### src/rtl/latch_ex_mem_hs.sv
// EX->MEM pipeline register with valid/ready handshake, flush, optional skid entry
// and a saturating stall-cycle counter.
module latch_ex_mem_hs #(
    parameter int B    = 32,
    parameter int W    = 5,
    parameter int OPW  = 6,
    parameter int SKID = 1,
    parameter int CNTW = 16
) (
    input  logic            clk,
    input  logic            reset,
    input  logic            in_valid,
    output logic            in_ready,
    input  logic [B-1:0]    alu_result_in,
    input  logic [B-1:0]    r_data2_in,
    input  logic [W-1:0]    mux_RegDst_in,
    input  logic            wb_RegWrite_in,
    input  logic            wb_MemtoReg_in,
    input  logic            m_MemWrite_in,
    input  logic [OPW-1:0]  opcode_in,
    input  logic            flush,
    output logic            out_valid,
    input  logic            out_ready,
    output logic [B-1:0]    alu_result_out,
    output logic [B-1:0]    r_data2_out,
    output logic [W-1:0]    mux_RegDst_out,
    output logic            wb_RegWrite_out,
    output logic            wb_MemtoReg_out,
    output logic            m_MemWrite_out,
    output logic [OPW-1:0]  opcode_out,
    input  logic            cnt_clr,
    output logic [CNTW-1:0] stall_cnt,
    output logic [1:0]      fsm_state
);

    localparam int EW = 2*B + W + 3 + OPW;
    localparam logic [CNTW-1:0] CNT_ONE = 1;

    typedef enum logic [1:0] {
        EMPTY = 2'd0,
        BUSY  = 2'd1,
        FULL  = 2'd2
    } state_t;

    // Handshake: a transfer happens on a side exactly in the cycle where both
    // its valid and ready are high; valid never waits on ready.
    state_t          state, state_n;
    logic [EW-1:0]   main_q, skid_q, in_ent;
    logic            armed;
    logic            in_fire, out_fire;
    logic            load_main_in, load_main_skid, load_skid;
    logic            rw_raw, mtr_raw, mw_raw;
    logic [CNTW-1:0] cnt;

    assign in_ent = {alu_result_in, r_data2_in, mux_RegDst_in,
                     wb_RegWrite_in, wb_MemtoReg_in, m_MemWrite_in, opcode_in};

    assign out_valid = (state != EMPTY);
    assign in_fire   = in_valid & in_ready;
    assign out_fire  = out_valid & out_ready;
    assign fsm_state = state;

    // With a skid entry in_ready comes from registered state only; the
    // single-entry variant trades that for a combinational pass-through.
    assign in_ready = armed & ((SKID != 0) ? (state != FULL) : (!out_valid | out_ready));

    always_comb begin
        state_n        = state;
        load_main_in   = 1'b0;
        load_main_skid = 1'b0;
        load_skid      = 1'b0;
        if (flush) begin
            state_n = EMPTY;
        end else begin
            case (state)
                EMPTY: begin
                    if (in_fire) begin
                        load_main_in = 1'b1;
                        state_n      = BUSY;
                    end
                end
                BUSY: begin
                    if (in_fire && out_fire) begin
                        load_main_in = 1'b1;
                    end else if (in_fire && (SKID != 0)) begin
                        load_skid = 1'b1;
                        state_n   = FULL;
                    end else if (out_fire) begin
                        state_n = EMPTY;
                    end
                end
                FULL: begin
                    if (out_fire) begin
                        load_main_skid = 1'b1;
                        state_n        = BUSY;
                    end
                end
                default: state_n = EMPTY;
            endcase
        end
    end

    always_ff @(posedge clk or posedge reset) begin
        if (reset) begin
            state  <= EMPTY;
            main_q <= '0;
            skid_q <= '0;
            armed  <= 1'b0;
        end else begin
            armed <= 1'b1;
            state <= state_n;
            if (load_main_in) begin
                main_q <= in_ent;
            end else if (load_main_skid) begin
                main_q <= skid_q;
            end
            if (load_skid) begin
                skid_q <= in_ent;
            end
        end
    end

    always_ff @(posedge clk or posedge reset) begin
        if (reset) begin
            cnt <= '0;
        end else if (cnt_clr) begin
            cnt <= '0;
        end else if (out_valid && !out_ready && (cnt != '1)) begin
            cnt <= cnt + CNT_ONE;
        end
    end

    assign stall_cnt = cnt;

    // Data fields keep their last value when empty; control bits read as a NOP.
    assign {alu_result_out, r_data2_out, mux_RegDst_out,
            rw_raw, mtr_raw, mw_raw, opcode_out} = main_q;
    assign wb_RegWrite_out = rw_raw  & out_valid;
    assign wb_MemtoReg_out = mtr_raw & out_valid;
    assign m_MemWrite_out  = mw_raw  & out_valid;

endmodule

### config.mk
export PLATFORM = sky130hd
export DESIGN_NAME = latch_ex_mem_hs
export DESIGN_NICKNAME = d
export VERILOG_FILES = /design/src/rtl/latch_ex_mem_hs.sv
export SDC_FILE = /design/constraint.sdc
export NUM_CORES = 1
export LEC_CHECK = 0
export CAP_MARGIN = 20
export CORE_MARGIN = 4
export CORE_UTILIZATION = 54
export DETAILED_ROUTE_END_ITERATION = 8
export PLACE_DENSITY = 0.85
export RECOVER_POWER = 25
export SYNTH_ARGS = -nofsm -noshare
export SYNTH_HDL_FRONTEND = slang
export SYNTH_SLANG_ARGS = --single-unit
### constraint.sdc
create_clock -name clk -period 11.5 [get_ports clk]
set_input_delay 2.3 -clock clk [delete_from_list [all_inputs] [get_ports clk]]
set_output_delay 2.3 -clock clk [all_outputs]
set_load 0.03 [all_outputs]
Yosys cells after proc, flatten, opt, wreduce, memory -nomap -nowiden
Cells that the tools add are included. Widths: inputs -> output; s select.

Register bits: 175. Latch bits: 0. Bits in writable memories: 0. Bits in read-only memories: 0. Input bits: 84. Logic and storage cells: 50. Memories kept: 0.

Add/subtract/negate cells: 1. Multiply operators: 0. Div/mod/pow operators: 0. Order comparisons: 0. Equal/unequal tests: 8. Shift operators: 0. Mux-type cells: 21. Bitwise logic cells: 6. Reduce and logical (&&, ||, !) cells: 9.

Operators by type and width (number): $mux 78 (2); $mux 16 (2); $add 16x1->16 const B (1); $ne 16x16->1 const B (1); $mux 2 (6); $mux 1 (9); $ne 3x3->1 const B (3); $and 1x1->1 (6); $pmux 2 s3 (1); $reduce_bool 2->1 (3); $ne 4x4->1 const B (1); $reduce_and 4->1 (1); $logic_and 1x1->1 (3); $eq 2x1->1 const B (1); $eq 2x2->1 const B (1); $logic_not 2->1 (1); $ne 2x2->1 const B (1); $pmux 1 s2 (1); $logic_not 1->1 (1).

Depth between registers and ports, before layout
Word-level depth: 8. Gate-level depth with buffers: 8.

Least setup slack after synthesis
No wires, ideal clock.

Kind: register to output. From: register state[0], in the netlist fsm_state[0]. To: output in_ready. Arrival: 1.471 ns. Data required time: 9.200 ns. Slack: 7.729 ns. Stages on the path, launching flop included: 4. Path buffers: 1. Cell sequence: dfrtp_1 -> buf_4 -> inv_1 -> a21boi_0.

Longest elaborated chain between the ends: 2.

RTL lines: start, declared (line 47) `state_t state, state_n;`; start signal, assigned (line 111) `state <= state_n;`; $ne 2x2->1 (line 65) `assign in_ready = armed & ((SKID != 0) ? (state != FULL) : (!out_valid | out_ready));`; $and 1x1->1 (line 65); end, declared (line 13) `output logic in_ready,`.

No other way between the ends.

==> results.yml <==
global_route:
  gr-total-overflow: 0
  antenna_found_initial: 1
  first_global_vias: 5886
  grt.total_usage_pct: 22.0
  grt_first_pass_wirelength_um: 29100
  pin_count_of_the_biggest_net_entering_global_routing: 97
yosys:
  async_reset_ff_share_pct: 100
  biggest_area_contributors_in_the_synthesized_netlist: "sky130_fd_sc_hd__dfrtp_1 (55%), sky130_fd_sc_hd__mux2_2 (8.8%), sky130_fd_sc_hd__nand2_1 (7.7%)"
  syn_avg_cell_area_um2: 11.2
  postSynthRegisterBits: 175
  yosys_warnings: 0
  synthesis.instances: 704
  synthesis.area_um2: 7910
  yosys.area.top_type: "sky130_fd_sc_hd__dfrtp_1"
  synthDistinctLibCells: 52
  synth_seq_area_share_pct: 55.4
  syn_nets: 789
  synth_largest_type_area_fraction_pct: 55.4
  yosys_most_used_dff: "sky130_fd_sc_hd__dfrtp_1"
  synth-edff-count: 0
clock_tree:
  worstSkewPairLatency_ns: 0.42
  cts_repair_resize_count: 0
  htree_num_levels: 4
  ctsLongestPathBuffers: 2
  number_of_cts_inserted_buffers: 17
  clock-sinks: 175
  postCtsSetupRepairBufs: 0
  clkTransAtPathRegs_ns: 0.06
  cts-hold-fix-buffers: 0
  tritoncts: "done"
  cts_root_buffer: "sky130_fd_sc_hd__clkbuf_16"
routing:
  count_of_antenna_violating_nets_left_after_detailed_routing: 0
  detailed_route_wl_um: 18000
  dr.pass1.iters: 4
  dr.first_iter.drc_count: 405
  drcViolationCount: 0
  vias: 5620
  route.detailed.wl_per_inst_um: 18.2
  detail_route.vias_per_cell: 5.66
pwr:
  powerDensity_nw_per_um2: 176
  vdd.ir_drop.worst_mv: 0.115
  p_leak_nw: 4.56
timing:
  tightestPinTransition_ns: 4.04
  grt_setup_unrepaired: "no"
  drv_slew: 97
  report.final.hold_viol_count: 0
  layout_worst_path_cycle_share_pct: 47.1
  worst_slack_ns: 6.08
  worst_clock_skew_ns: 0.00908
  relSlewSlack_pct: -171
  final.hold.worst_slack_ns: 0.469
  fin_crit_ns: 5.42
  clock.fmax_mhz: 184
  setup-violations-final: 0
  post_route_setup_tns_ns: 0
final_layout:
  postLayoutCellArea_um2: 9920
  layout.cells.most_common_list: "sky130_fd_sc_hd__clkdlybuf4s50_1 (178), sky130_fd_sc_hd__dfrtp_1 (175), sky130_fd_sc_hd__nand2_1 (163)"
  final_nets: 884
  drive_above_1_share_pct: 13.4
  mostFrequentLayoutCell: "sky130_fd_sc_hd__clkdlybuf4s50_1"
  final_core_utilization_pct: 70.4
  layout_stage_area_growth_over_the_synthesis_result_pct: 25.5
setup_path:
  crit_path_cell_trace: "dlygate4sd3_1, clkinvlp_2, clkbuf_1, buf_16"
  crit_type: "input pin to asynchronous set/reset pin"
  worst_setup_path_start_kind: "input pin"
  data_arrival_time_of_the_worst_path_ns: 5.98
  critPathMaxFanout: 96
  critPathMaxStageDelay_ns: 2.25
  cp_top_family: "buffers and inverters"
  required_ns: 12.06
  critPathCaptureType: "asynchronous set/reset pin"
  cpMaxStageDelayCell: "sky130_fd_sc_hd__clkinvlp_2"
  worstPathBufferInverterCount: 4
place:
  port-buffer-count: 181
  dp_hpwl_um: 12100
  dpl-instance-area_um2: 9300
  place_ws_ns: 6.52
  gp_congestion: 0.824
status:
  violations: "capacitance limit, slew limit"
  status: "complete, but fails checks"
die:
  die-area_um2: 16600
  die_w_um: 129
  core_area_um2: 14100
  row_count: 43
  top_level_ports: 182
  initial_utilization_pct: 56.1
  fp.dieH_um: 129
flow_run:
  cap_viol_max_count: 1
min_path:
  hold_class: "flop to flop"
## power by group
part,internal [W],total [W],switching [W],leakage [nW]
clock network,0.000355,0.000592,0.000237,0.289
registers,0.000721,0.000783,0.0000626,2.26
logic,0.000173,0.000376,0.000204,2.01
## Yosys cell counts, types with 2 or more instances
cell / instances
sky130_fd_sc_hd__o41ai_1: 3
sky130_fd_sc_hd__nand3_1: 4
sky130_fd_sc_hd__mux2i_1: 3
sky130_fd_sc_hd__or4_1: 4
sky130_fd_sc_hd__buf_6: 3
sky130_fd_sc_hd__o311ai_1: 2
sky130_fd_sc_hd__a211oi_1: 2
sky130_fd_sc_hd__nand4_1: 5
sky130_fd_sc_hd__a21oi_1: 8
sky130_fd_sc_hd__clkbuf_1: 17
sky130_fd_sc_hd__nand2_1: 163
sky130_fd_sc_hd__a22oi_1: 78
sky130_fd_sc_hd__buf_2: 16
sky130_fd_sc_hd__o31ai_1: 3
sky130_fd_sc_hd__nor2_1: 12
sky130_fd_sc_hd__o21ai_0: 2
sky130_fd_sc_hd__dfrtp_1: 175
sky130_fd_sc_hd__mux2_2: 62
sky130_fd_sc_hd__nor2b_1: 5
sky130_fd_sc_hd__a41oi_1: 2
sky130_fd_sc_hd__inv_1: 8
sky130_fd_sc_hd__mux2_1: 20
sky130_fd_sc_hd__or3_1: 2
sky130_fd_sc_hd__buf_4: 77
## worst paths after layout
check / startpoint / endpoint / slack [ns] / depth (start not counted)
max in group clk: out_ready / skid_q[41] / 6.93 / 5
min reg2reg: main_q[6] / main_q[6] / 0.47 / 2
min: main_q[6] / main_q[6] / 0.47 / 2
max: reset / main_q[71] / 6.08 / 4
max reg2reg: fsm_state[1] / skid_q[41] / 8.89 / 4
min in group asynchronous: reset / skid_q[45] / 3.54 / 2
## layer usage
metal	track usage (%)	vias up	share of wire, %
met5	0	-	0
met4	7.47	0	1.2
met3	5.06	18	6.4
met2	36.5	222	51
met1	28.7	2819	41
li1	-	2561	-
## worst min-delay path: cells and delay by family (launching register included)
kind             cells  cell delay, ns
AND/OR/NAND/NOR      2            0.11
flip-flops           1            0.33
## logic make-up (layout without fill, tap and decap cells)
kind of cell | count (synthesis) | after routing | share of synthesized area, %
multiplexers | 85 | 85 | 12.1
buffers and inverters | 121 | 229 | 9.94
AND/OR/NAND/NOR | 211 | 211 | 11.8
flip-flops | 175 | 175 | 55.4
AO/OA/AOI/OAI | 110 | 110 | 10.6
adder cells (fa/ha/maj) | 1 | 1 | 0.158
other | 1 | 2 | 0.0474
## area by class of cell
| class | count | area (um^2) |
|---|---|---|
| Antenna cell | 1 | 2.50 |
| Inverter | 8 | 31.3 |
| Sequential cell | 175 | 4380 |
| Multi-Input combinational cell | 408 | 2770 |
| Fill cell | 975 | 4170 |
| Tap cell | 180 | 225 |
| Clock inverter | 12 | 156 |
| Clock buffer | 20 | 457 |
| Timing Repair Buffer | 189 | 1910 |
## state kept, by name, summed over array words and instances (netlist names)
register	count
main_q	78
skid_q	78
stall_cnt	16
fsm_state	2
armed	1
## through the flow
step,cells,total power (W)
global placement,958,0.00115
floorplan,704,0.00106
finish,993,0.00175
CTS,991,0.00177
detailed placement,959,0.00117
global route,993,0.00183
No activity file was read; power rests on OpenSTA's default activity.
